**config.mk**
```make
export PLATFORM = sky130hd
export DESIGN_NAME = imem_loader
export DESIGN_NICKNAME = d
export VERILOG_FILES = /design/src/rtl/imem_loader.sv
export SDC_FILE = /design/constraint.sdc
export NUM_CORES = 1
export LEC_CHECK = 0
export CAP_MARGIN = 40
export CORE_ASPECT_RATIO = 1.2
export CORE_UTILIZATION = 57
export DETAILED_ROUTE_END_ITERATION = 12
export PLACE_DENSITY = 0.86
export SLEW_MARGIN = 20
export SYNTH_ARGS = -nofsm -noshare
export SYNTH_HDL_FRONTEND = slang
export SYNTH_SLANG_ARGS = --single-unit
```
**constraint.sdc**
```tcl
create_clock -name clk -period 3.9 [get_ports clk]
set_clock_uncertainty 0.05 [all_clocks]
set_input_delay 0.585 -clock clk [delete_from_list [all_inputs] [get_ports clk]]
set_output_delay 0.585 -clock clk [all_outputs]
set_load 0.02 [all_outputs]
```
**src/rtl/imem_loader.sv**
```systemverilog
// imem_loader: boot-time program loader placed in front of the RISC-V core.
// Packs a little-endian byte stream into 32-bit words, writes them to
// instruction memory starting at word 0, and holds the core in reset until
// a complete, in-capacity load has finished.
//
// Ports:
//   clk, rst_n          system clock, async active-low reset
//   start               one-cycle load request (IDLE/DONE only)
//   byte_valid/data/last  incoming byte stream; byte_ready is the handshake
//   imem_we/addr/wdata  registered instruction-memory write port
//   cpu_rst_n           core reset, released only after a clean load
//   done, error         load finished / stream overflowed memory
//   words_loaded        words written by the most recent load
//
// state | meaning
// IDLE  | after reset, waiting for start
// LOAD  | accepting bytes and writing packed words
// DRAIN | memory full, discarding bytes until byte_last
// DONE  | load finished; core released if no error
module imem_loader #(
  parameter int ADDR_W = 10
) (
  input  logic              clk,
  input  logic              rst_n,
  input  logic              start,
  input  logic              byte_valid,
  input  logic [7:0]        byte_data,
  input  logic              byte_last,
  output logic              byte_ready,
  output logic              imem_we,
  output logic [ADDR_W-1:0] imem_addr,
  output logic [31:0]       imem_wdata,
  output logic              cpu_rst_n,
  output logic              done,
  output logic              error,
  output logic [ADDR_W:0]   words_loaded
);

  typedef enum logic [1:0] {IDLE, LOAD, DRAIN, DONE} state_t;

  state_t          state, state_next;
  logic [ADDR_W:0] ptr;
  logic [1:0]      lane;
  logic [23:0]     pack;
  logic            accept;
  logic            full;
  logic            wr;
  logic            err_set;
  logic            clear;
  logic [31:0]     word;

  assign byte_ready = (state == LOAD) || (state == DRAIN);
  assign accept     = byte_valid && byte_ready;
  // Pointer never wraps, so its top bit alone marks a full memory.
  assign full       = ptr[ADDR_W];

  // Upper lanes of pack are always zero ahead of the current lane because
  // pack is cleared on every word write, which gives zero-fill for free.
  always_comb begin
    word = {8'h00, pack};
    case (lane)
      2'd0: word[7:0]   = byte_data;
      2'd1: word[15:8]  = byte_data;
      2'd2: word[23:16] = byte_data;
      default: word[31:24] = byte_data;
    endcase
  end

  always_ff @(posedge clk or negedge rst_n) begin
    if (!rst_n) state <= IDLE;
    else        state <= state_next;
  end

  always_comb begin
    state_next = state;
    wr         = 1'b0;
    err_set    = 1'b0;
    clear      = 1'b0;
    case (state)
      IDLE: begin
        if (start) begin
          state_next = LOAD;
          clear      = 1'b1;
        end
      end
      LOAD: begin
        if (accept) begin
          if (full) begin
            err_set    = 1'b1;
            state_next = byte_last ? DONE : DRAIN;
          end else begin
            wr = (lane == 2'd3) || byte_last;
            if (byte_last) state_next = DONE;
          end
        end
      end
      DRAIN: begin
        if (accept && byte_last) state_next = DONE;
      end
      DONE: begin
        if (start) begin
          state_next = LOAD;
          clear      = 1'b1;
        end
      end
      default: state_next = IDLE;
    endcase
  end

  always_ff @(posedge clk or negedge rst_n) begin
    if (!rst_n) begin
      ptr          <= '0;
      lane         <= 2'd0;
      pack         <= 24'h0;
      imem_we      <= 1'b0;
      imem_addr    <= '0;
      imem_wdata   <= 32'h0;
      error        <= 1'b0;
      done         <= 1'b0;
      cpu_rst_n    <= 1'b0;
      words_loaded <= '0;
    end else begin
      imem_we <= wr;
      if (clear) begin
        ptr   <= '0;
        lane  <= 2'd0;
        pack  <= 24'h0;
        error <= 1'b0;
      end else if (state == LOAD && accept && !full) begin
        lane <= lane + 2'd1;
        if (wr) begin
          imem_addr  <= ptr[ADDR_W-1:0];
          imem_wdata <= word;
          ptr        <= ptr + 1'b1;
          pack       <= 24'h0;
        end else begin
          pack <= word[23:0];
        end
      end
      if (err_set) error <= 1'b1;
      // Status lags the DONE entry by one edge so the final write always
      // lands before the core is let out of reset.
      if (state == DONE && !start) begin
        done         <= 1'b1;
        cpu_rst_n    <= ~error;
        words_loaded <= ptr;
      end else begin
        done      <= 1'b0;
        cpu_rst_n <= 1'b0;
      end
    end
  end

endmodule

```
==> implementation parameters, run 1 <==
Parameter                              Value

Worst setup path
  CP max-delay cell    clkdlybuf4s50_1
  Kind of start point of the critical path    register
  Nature of the critical path endpoint    output port
  Category of the most critical setup path    reg2out
  Worst endpoint data arrival time    approximately 1900 ps
  Buffers & Inverters on Critical Path    3
  Biggest fanout along the worst timing path    7
  Slowest cell delay on critical path    610 ps
  Top Family by Delay on Critical Path    buffers and inverters
  CP Cell Sequence    inv_1, ha_1, inv_1, clkdlybuf4s50_1
  Required time of the critical path    3260 ps
  Library cell appearing most often on the critical path    inv_1

Synth
  Area share of the largest cell type after synthesis    0.567
  Post-synth top area cell    dfrtp_1
  Mapped Area    4230 um^2
  Synth cell types    41
  Synthesis-stage register bit count    96
  FFs w/ async S/R, synth    1.00
  Mean Syn Cell Area    10.3 um^2
  Synthesized instance count    410
  Syn_nets    between 400 and 500
  Most instantiated flip-flop cell in the synthesis netlist    dfrtp_1
  Portion of the post-synthesis area used by sequential elements    0.567
  Yosys warns    0
  Number of enable-type register cells in the synthesized netlist    0
  Most area-consuming cells after synthesis    dfrtp_1, nand2_1, mux2i_1

Power and ir drop
  Maximum vdd ir drop    0.000409 V
  Clock network fraction of total power    0.205
  Power Dens Cells    625 nW/um^2
  Cell internal pwr    2070 uW
  Logic gate share of total power    0.377
  Pleak    0.00239 uW
  Switching power as a share of total power    0.356
  Power dissipated by switching net loads    1150 uW
  Sequential group share of total power    0.418

Floorplanning
  Number of top-level design ports    71
  # rows    34
  Die width    80.7 um
  Effective utilization at floorplan    0.585
  Die area    7780 um^2
  Vertical die dimension    96.4 um
  CORE AREA    a little over 7000 um^2

Worst hold path
  Path type of the worst min-delay path    in2async

Global route
  Largest net degree at the start of global routing    71
  Gr ovfl total    0
  Total global routing track utilization    0.252
  First-pass GRT wire length    14.8 mm
  Vias in the first global route    3122
  Antenna violations before repair    0

Cells and area
  Post-layout instance count excluding filler cells    567
  Final cell utilization of the core    0.713
  Number of nets in the finished design    495
  Layout overhead on the synthesized area    21.9%
  Fin area    5160 um^2
  Share of cells above drive strength 1    0.0797
  N_diodes    0

Clocking
  Deepest level of the CTS H-tree    3
  Number of clock buffers inserted by TritonCTS    9
  Clock Tree Root    clkbuf_8
  CTS-repair resized insts    0
  Sinks on the clock net    96
  Hold buffer count at cts    0
  Buffer depth of the longest clock path    2
  Clock tree from TritonCTS    done
  Insertion delay of the later-clocked pin in the worst-skew pair    360 ps
  Number of buffers inserted to repair setup after CTS    0
  Clock edge transition at the registers on the reported setup and hold paths    90 ps

Timing
  Share of the clock period used by the worst path after layout    0.661
  Minimum hold slack    56.8 ps
  Slew at the pin with the worst max-slew slack    826 ps
  Final setup vio count    0
  Headroom to the max-slew limit    0.449
  Number of hold violations in the final report    0
  Period minus WS final    2580 ps
  Number of max-slew violations in the final report    0
  Final setup TNS    0 ps
  RSZ-0062 raised after global routing    no
  Maximum clock frequency    388 MHz

Detailed routing
  Wire length after detailed routing    8.93 mm
  Vias per Instance    5.68
  Avg WL per Cell    15.8 um
  Count of routing violations after the opening detailed-route iteration    395
  Number of detailed-routing iterations run before antenna repair    7
  Count of nets left with antenna violations after detail routing    0
  Total number of vias    3218
  Remaining DRCs    0

Placed design
  Number of buffers added on ports    70
  Instance count after placement with tap cells included    551
  Detailed Place HPWL    between 6 and 7 mm
  Placer's final routability congestion estimate    0.816
  Placed instance area    slightly below 5000 um^2

Run
  Max-cap viol count    0

Outcome
  Outcome    finished, final reports clean
[cell type report]
type / instances / area, um^2
Clock buffer: 13 / 159
Clock inverter: 2 / 38.8
Fill cell: 541 / 2070
Inverter: 9 / 33.8
Multi-Input combinational cell: 284 / 1670
Sequential cell: 96 / 2400
Tap cell: 90 / 113
Timing Repair Buffer: 73 / 741
[sequential cells by signal (all words and copies together) (netlist names)]
signal and count:
ptr 11, cpu_rst_n 1, pack 24, error 1, imem_addr 10, lane 2, state 2, imem_we 1
done 1, imem_wdata 32, words_loaded 11
[layer usage]
| metal | global-route usage | wire length, um |
|---|---|---|
| met1 | 0.331 | 3760 |
| met2 | 0.413 | 4420 |
| met3 | 0.0451 | 542 |
| met4 | 0.109 | 212 |
| met5 | 0 | 0 |
[power groups by stage]
stage / clock network, uW / registers (uW) / logic, uW
detailed placement: 0 / 1370 / 1210
global placement: 0 / 1360 / 1180
global route: 703 / 1370 / 1350
CTS: 671 / 1350 / 1220
floorplan: 0 / 1520 / 626
finish: 660 / 1350 / 1220
[cell usage after synthesis, drive strengths merged (4+ instances only)]
| cell type | instances |
|---|---|
| dfrtp | 96 |
| nand2 | 108 |
| and3 | 4 |
| mux2i | 26 |
| nor2 | 17 |
| a22oi | 8 |
| nand3 | 19 |
| ha | 9 |
| mux2 | 10 |
| a21oi | 18 |
| buf | 18 |
| a31oi | 5 |
| inv | 9 |
| o21ai | 34 |
[worst register-to-register path, delay by kind of cell (launching register included)]
kind / cells / cell delay (ps)
adder cells (fa/ha/maj): 1 / 380
flip-flops: 1 / 400
AO/OA/AOI/OAI: 4 / 1300
buffers and inverters: 1 / 70
[final timing paths]
kind                                        to           start  cells past startpoint  slack, ps
max in group asynchronous             pack[12]           rst_n                      3       2800
min in group clk                imem_wdata[27]  imem_wdata[27]                      2        420
worst max-delay path                byte_ready        state[0]                      4       1320
worst min register to register  imem_wdata[27]  imem_wdata[27]                      2        420
worst min-delay path            imem_wdata[20]           rst_n                      1         60
worst max register to register          ptr[8]        state[0]                      6       1580
[kinds of logic (layout without fill, tap and decap cells)]
group	Yosys count	after routing	synth area share
XOR/XNOR	5	5	0.0103
multiplexers	36	36	0.0881
flip-flops	96	96	0.567
buffers and inverters	30	97	0.0375
AND/OR/NAND/NOR	161	161	0.166
AO/OA/AOI/OAI	73	73	0.104
adder cells (fa/ha/maj)	9	9	0.0266
[metrics by stage]
step / total power, uW / setup WS, ps
finish: 3220 / 1320
global route: 3420 / 1240
CTS: 3240 / 1310
detailed placement: 2590 / 1270
global placement: 2540 / 1370
floorplan: 2140 / 2190
[cells in the final DEF, fill, tap and decap left out, types with 3 or more instances in the layout]
master / synthesis / final
nand2_1: 106 / 106
dfrtp_1: 96 / 96
clkdlybuf4s50_1: 0 / 69
o21ai_0: 29 / 29
mux2i_1: 26 / 26
nand3_1: 19 / 19
a21oi_1: 18 / 18
nor2_1: 17 / 17
clkbuf_8: 0 / 11
mux2_2: 10 / 10
ha_1: 9 / 9
inv_1: 8 / 8
a22oi_1: 8 / 8
a31oi_1: 5 / 5
a21o_1: 3 / 3
o21ai_1: 3 / 3
xnor2_1: 3 / 3
buf_4: 4 / 3
Note: power is estimated with default switching activity, not from simulation.
==> run 2: changes to the inputs <==
--- a/config.mk
+++ b/config.mk
@@ -7,9 +7,9 @@
 export LEC_CHECK = 0
 export CAP_MARGIN = 40
 export CORE_ASPECT_RATIO = 1.2
-export CORE_UTILIZATION = 57
+export CORE_UTILIZATION = 53
 export DETAILED_ROUTE_END_ITERATION = 12
-export PLACE_DENSITY = 0.86
+export PLACE_DENSITY = 0.81
 export SLEW_MARGIN = 20
 export SYNTH_ARGS = -nofsm -noshare
 export SYNTH_HDL_FRONTEND = slang
==> constraint.sdc (replaced) <==
create_clock -name clk -period 2.6 [get_ports clk]
set_clock_uncertainty 0.05 [all_clocks]
set_input_delay 0.39 -clock clk [delete_from_list [all_inputs] [get_ports clk]]
set_output_delay 0.39 -clock clk [all_outputs]
set_load 0.02 [all_outputs]
==> implementation parameters, run 2 (synthesized netlist as in run 1, its figures left out) <==
Parameter                              Value

Cells and area
  Number of flip-flops under the largest register name    32 (unchanged)
  Most common cell after layout, fill and taps aside    nand2_1
  N_diodes    0 (unchanged)
  Biggest regs    imem_wdata x32, pack x24
  Post-layout instance count excluding filler cells    577 (+1.8%)
  Final cell utilization of the core    0.672 (-0.0417)
  Number of nets in the finished design    503 (+1.6%)
  Highest-count cells in the layout ignoring fill and taps    nand2_1, dfrtp_1, clkdlybuf4s50_1
  Largest register by flop count    imem_wdata
  Share of cells above drive strength 1    0.0969 (+0.0172)
  Layout overhead on the synthesized area    22.3%
  Fin area    5180 um^2 (+0.34%)

Global route
  Largest net degree at the start of global routing    50 (-30%)
  Antenna violations before repair    0 (unchanged)
  First-pass GRT wire length    15.2 mm (+3.1%)
  Total global routing track utilization    0.231 (-0.0213)
  Vias in the first global route    3104 (-0.58%)
  Gr ovfl total    0 (unchanged)

Floorplanning
  Die area    8350 um^2 (+7.4%)
  Vertical die dimension    99.9 um (+3.6%)
  # rows    35 (+2.9%)
  Die width    83.6 um (+3.6%)
  CORE AREA    7710 um^2 (+6.6%)
  Effective utilization at floorplan    0.549 (-0.0361)
  Number of top-level design ports    71 (unchanged)

Clocking
  Number of clock buffers inserted by TritonCTS    9 (unchanged)
  Number of buffers inserted to repair setup after CTS    0 (unchanged)
  Sinks on the clock net    96 (unchanged)
  Buffer depth of the longest clock path    2 (unchanged)
  Clock Tree Root    clkbuf_8
  Insertion delay of the later-clocked pin in the worst-skew pair    360 ps (about the same)
  Clock edge transition at the registers on the reported setup and hold paths    100 ps (about the same)
  Deepest level of the CTS H-tree    3 (unchanged)
  Clock tree from TritonCTS    done

Placed design
  Instance count after placement with tap cells included    561 (+1.8%)
  Detailed Place HPWL    6.34 mm (+4.7%)
  Placer's final routability congestion estimate    0.824 (+1.1%)
  Placed instance area    5000 um^2 (+1.3%)
  Number of buffers added on ports    70 (unchanged)

Worst hold path
  Worst Hold Launch    imem_wdata[27]
  Depth of the worst hold-timing path    2
  Capture endpoint of the worst hold path    imem_wdata[27]
  Path type of the worst min-delay path    reg2reg

Timing
  Slew at the pin with the worst max-slew slack    706 ps (-120 ps)
  Number of max-slew violations in the final report    0 (unchanged)
  Share of the clock period used by the worst path after layout    0.922
  RSZ-0062 raised after global routing    no
  Number of hold violations in the final report    0 (unchanged)
  Period minus WS final    2400 ps
  Headroom to the max-slew limit    0.530 (+0.0802)
  Minimum hold slack    430 ps (+373 ps)
  Maximum clock frequency    417 MHz
  Final setup vio count    0 (unchanged)
  Final setup TNS    0 ps (unchanged)

Power and ir drop
  Pleak    0.00240 uW (+0.51%)
  Maximum vdd ir drop    0.000536 V (+31%)
  Power Dens Cells    921 nW/um^2 (+47%)

Worst setup path
  Worst flop-to-flop path startpoint    state[0]
  Required time of the critical path    2160 ps (-1100 ps)
  Biggest fanout along the worst timing path    7 (unchanged)
  Worst endpoint data arrival time    1960 ps (+20 ps)
  Library cell appearing most often on the critical path    inv_1
  Slowest cell delay on critical path    610 ps (about the same)
  Category of the most critical setup path    reg2out
  Worst setup slack for register-to-register paths    520 ps (-1060 ps)
  Nature of the critical path endpoint    output port
  End of the worst register-to-register path    ptr[7]
  Kind of start point of the critical path    register
  CP max-delay cell    clkdlybuf4s50_1
  CP Cell Sequence    inv_1, ha_1, inv_1, clkdlybuf4s50_1
  Worst Reg-to-Reg Cells    7 (+1)

Detailed routing
  Vias per Instance    5.53 (-2.5%)
  Count of routing violations after the opening detailed-route iteration    262 (-34%)
  Number of detailed-routing iterations run before antenna repair    4 (-3)
  Remaining DRCs    0 (unchanged)
  Avg WL per Cell    15.8 um (+0.32%)
  Wire length after detailed routing    9.12 mm (+2.1%)
  Total number of vias    3192 (-0.81%)
  Count of nets left with antenna violations after detail routing    0 (unchanged)

Run
  Max-cap viol count    0 (unchanged)

Outcome
  Outcome    finished, final reports clean
-- run 2: cell types whose count changed in the layout (fill, tap and decap cells not counted) --
| cell | delta |
|---|---|
| clkbuf_8 | -2 |
| buf_4 | +8 |
| dlygate4sd3_1 | +1 |
| clkinv_4 | +1 |
| clkinvlp_4 | +2 |
| bufinv_16 | -1 |
| buf_16 | -1 |
| inv_6 | +1 |
| clkbuf_1 | -2 |
| clkinv_2 | +1 |
-- run 2: critical path, delay by kind of cell (launching register included) --
family     cells  cell delay, ps
fa+ha+maj      1             380
buf+inv        3             820
flops          1             410
-- run 2: area by class of cell --
class	count	area, um^2
Fill cell	607	2530
Sequential cell	96	2400
Multi-Input combinational cell	284	1670
Timing Repair Buffer	81	783
Clock buffer	9	124
Tap cell	92	115
Clock inverter	6	46.3
Inverter	9	33.8
-- run 2: per-layer routing --
layer,wire length [um],GRT usage
met1,4030,0.310
met2,4470,0.378
met3,446,0.0313
met4,176,0.103
met5,0,0
-- run 2: worst max-delay path by stage --
stage	slack, ps	to	from
2_1_floorplan	890	ptr[8]	state[0]
3_3_place_gp	410	ptr[8]	byte_valid
3_5_place_dp	340	ptr[9]	byte_valid
4_1_cts	190	byte_ready	state[0]
5_1_grt	130	byte_ready	state[0]
6_report	200	byte_ready	state[0]
-- run 2: report_power, final --
group,internal (uW),leakage (uW),switching [uW]
clock,348,0.0000817,533
sequential,1820,0.00131,206
combinational,822,0.00101,1040
total,2990,0.00240,1780
-- run 2: timing repair --
item,CTS,global route
gates resized for setup,0,0
hold endpoints to repair,8,0
hold buffers,1,0
-- run 2: stage by stage --
step,worst slack [ps],power (uW)
finish,202,4770
global route,126,5070
CTS,189,4800
detailed placement,340,3930
global placement,414,3850
floorplan,886,3210
==> run 3: changes to the inputs <==
--- a/config.mk
+++ b/config.mk
@@ -10,6 +10,7 @@
 export CORE_UTILIZATION = 53
 export DETAILED_ROUTE_END_ITERATION = 12
 export PLACE_DENSITY = 0.81
+export RECOVER_POWER = 25
 export SLEW_MARGIN = 20
 export SYNTH_ARGS = -nofsm -noshare
 export SYNTH_HDL_FRONTEND = slang
==> implementation parameters, run 3 (synthesized netlist as in run 1, its figures left out) <==
Parameter                              Value

Global route
  Gr ovfl total    0 (unchanged)
  Total global routing track utilization    0.231 (unchanged)
  First-pass GRT wire length    15.2 mm (unchanged)
  Antenna violations before repair    0 (unchanged)
  Largest net degree at the start of global routing    50 (unchanged)
  Vias in the first global route    3104 (unchanged)

Clocking
  Sinks on the clock net    96 (unchanged)
  Buffer depth of the longest clock path    2 (unchanged)
  Clock tree from TritonCTS    done
  Number of clock buffers inserted by TritonCTS    9 (unchanged)
  Deepest level of the CTS H-tree    3 (unchanged)
  CTS-repair resized insts    0 (unchanged)
  Clock edge transition at the registers on the reported setup and hold paths    100 ps (about the same)
  Insertion delay of the later-clocked pin in the worst-skew pair    360 ps (about the same)
  Clock Tree Root    clkbuf_8

Cells and area
  Post-layout instance count excluding filler cells    577 (unchanged)
  N_diodes    0 (unchanged)
  Final cell utilization of the core    0.671 (-0.00114)
  Share of cells above drive strength 1    0.0948 (-0.00206)
  Most common cell after layout, fill and taps aside    nand2_1
  Highest-count cells in the layout ignoring fill and taps    nand2_1, dfrtp_1, clkdlybuf4s50_1
  Largest register by flop count    imem_wdata
  Number of flip-flops under the largest register name    32 (unchanged)
  Biggest regs    imem_wdata x32, pack x24
  Number of nets in the finished design    503 (unchanged)
  Layout overhead on the synthesized area    22.1%

Floorplanning
  Number of top-level design ports    71 (unchanged)
  Effective utilization at floorplan    0.549 (unchanged)
  Die area    8350 um^2 (unchanged)
  Vertical die dimension    99.9 um (unchanged)
  # rows    35 (unchanged)
  Die width    83.6 um (unchanged)
  CORE AREA    7710 um^2 (unchanged)

Outcome
  Outcome    finished, final reports clean

Timing
  Number of max-slew violations in the final report    0 (unchanged)
  Period minus WS final    2400 ps (+0.165 ps)
  Final setup vio count    0 (unchanged)
  Final worst setup slack    202 ps (-0.165 ps)
  Slew at the pin with the worst max-slew slack    1170 ps (+461 ps)
  Share of the clock period used by the worst path after layout    0.922 (about the same)
  Final setup TNS    0 ps (unchanged)
  Headroom to the max-slew limit    0.222 (-0.307)
  Number of hold violations in the final report    0 (unchanged)
  Maximum clock frequency    417 MHz (about the same)
  RSZ-0062 raised after global routing    no

Detailed routing
  Avg WL per Cell    15.8 um (-0.26%)
  Wire length after detailed routing    9.10 mm (-0.26%)
  Number of detailed-routing iterations run before antenna repair    4 (unchanged)
  Total number of vias    3185 (-0.22%)
  Vias per Instance    5.52 (-0.22%)
  Count of nets left with antenna violations after detail routing    0 (unchanged)
  Count of routing violations after the opening detailed-route iteration    259 (-1.1%)
  Remaining DRCs    0 (unchanged)

Power and ir drop
  Sequential group share of total power    0.425 (about the same)
  Pleak    0.00240 uW (-0.21%)
  Switching power as a share of total power    0.373 (about the same)
  Total power of the final layout    4770 uW (about the same)
  Cell internal pwr    2990 uW (about the same)
  Power dissipated by switching net loads    1780 uW (about the same)
  Clock network fraction of total power    0.185 (about the same)
  Power Dens Cells    922 nW/um^2 (+0.15%)
  Maximum vdd ir drop    0.000538 V (+0.33%)
  Logic gate share of total power    0.390 (about the same)

Placed design
  Detailed Place HPWL    6.34 mm (unchanged)
  Placement Setup Slack    340 ps (unchanged)
  Number of buffers added on ports    70 (unchanged)
  Placer's final routability congestion estimate    0.824 (unchanged)
  Instance count after placement with tap cells included    561 (unchanged)

Worst setup path
  Category of the most critical setup path    reg2out
  Worst endpoint data arrival time    1960 ps (about the same)
  Biggest fanout along the worst timing path    7 (unchanged)
  Nature of the critical path endpoint    output port
  Required time of the critical path    2160 ps (about the same)
  Kind of start point of the critical path    register
  Worst Reg-to-Reg Cells    7 (unchanged)

Run
  Max-cap viol count    0 (unchanged)

Worst hold path
  Depth of the worst hold-timing path    2 (unchanged)
  Path type of the worst min-delay path    reg2reg
[run 3: cell types whose count changed in the layout (fill, tap and decap cells not counted), sizes merged]
cell / change
buf: -3
clkbuf: +3
[run 3: final cells by class]
| cell class | instances | area, um^2 |
|---|---|---|
| Sequential cell | 96 | 2400 |
| Inverter | 9 | 33.8 |
| Clock buffer | 9 | 124 |
| Multi-Input combinational cell | 284 | 1670 |
| Clock inverter | 6 | 46.3 |
| Tap cell | 92 | 115 |
| Fill cell | 610 | 2540 |
| Timing Repair Buffer | 81 | 774 |
[run 3: per-layer routing]
metal	routed length, um	up-vias	track usage
met5	0	-	0
met1	4000	1543	0.310
met4	167	0	0.103
met2	4450	108	0.378
li1	-	1521	-
met3	481	13	0.0313
[run 3: power groups by stage]
stage / logic (uW) / registers [uW] / clock network (uW)
global placement: 1820 / 2040 / 0
global route: 2030 / 2070 / 960
floorplan: 940 / 2270 / 0
finish: 1860 / 2030 / 882
detailed placement: 1870 / 2060 / 0
CTS: 1870 / 2030 / 891
[run 3: critical path, cell delays in order (launching register included)]
cell and delay [ps]:
dfrtp_1 410, inv_1 80, ha_1 380, inv_1 130
clkdlybuf4s50_1 610
[run 3: what timing repair did]
| item | 4_1_cts | 5_1_grt |
|---|---|---|
| buffers inserted | 0 | 0 |
| endpoints found under the hold margin | 8 | 0 |
| hold buffers | 1 | 0 |
[run 3: worst paths after layout]
path	start	to	slack [ps]
max	state[0]	byte_ready	200
min	imem_wdata[27]	imem_wdata[27]	430
max reg2reg	state[0]	ptr[7]	520
min reg2reg	imem_wdata[27]	imem_wdata[27]	430
max in group asynchronous	rst_n	pack[21]	510
min in group asynchronous	rst_n	imem_wdata[1]	740
[run 3: per-stage QoR]
stage / hold slack [ps] / area, um^2
2_1_floorplan: 44.4 / 4230
3_3_place_gp: 384 / 5000
3_5_place_dp: 388 / 5000
4_1_cts: 435 / 5180
5_1_grt: 465 / 5170
6_report: 430 / 5170
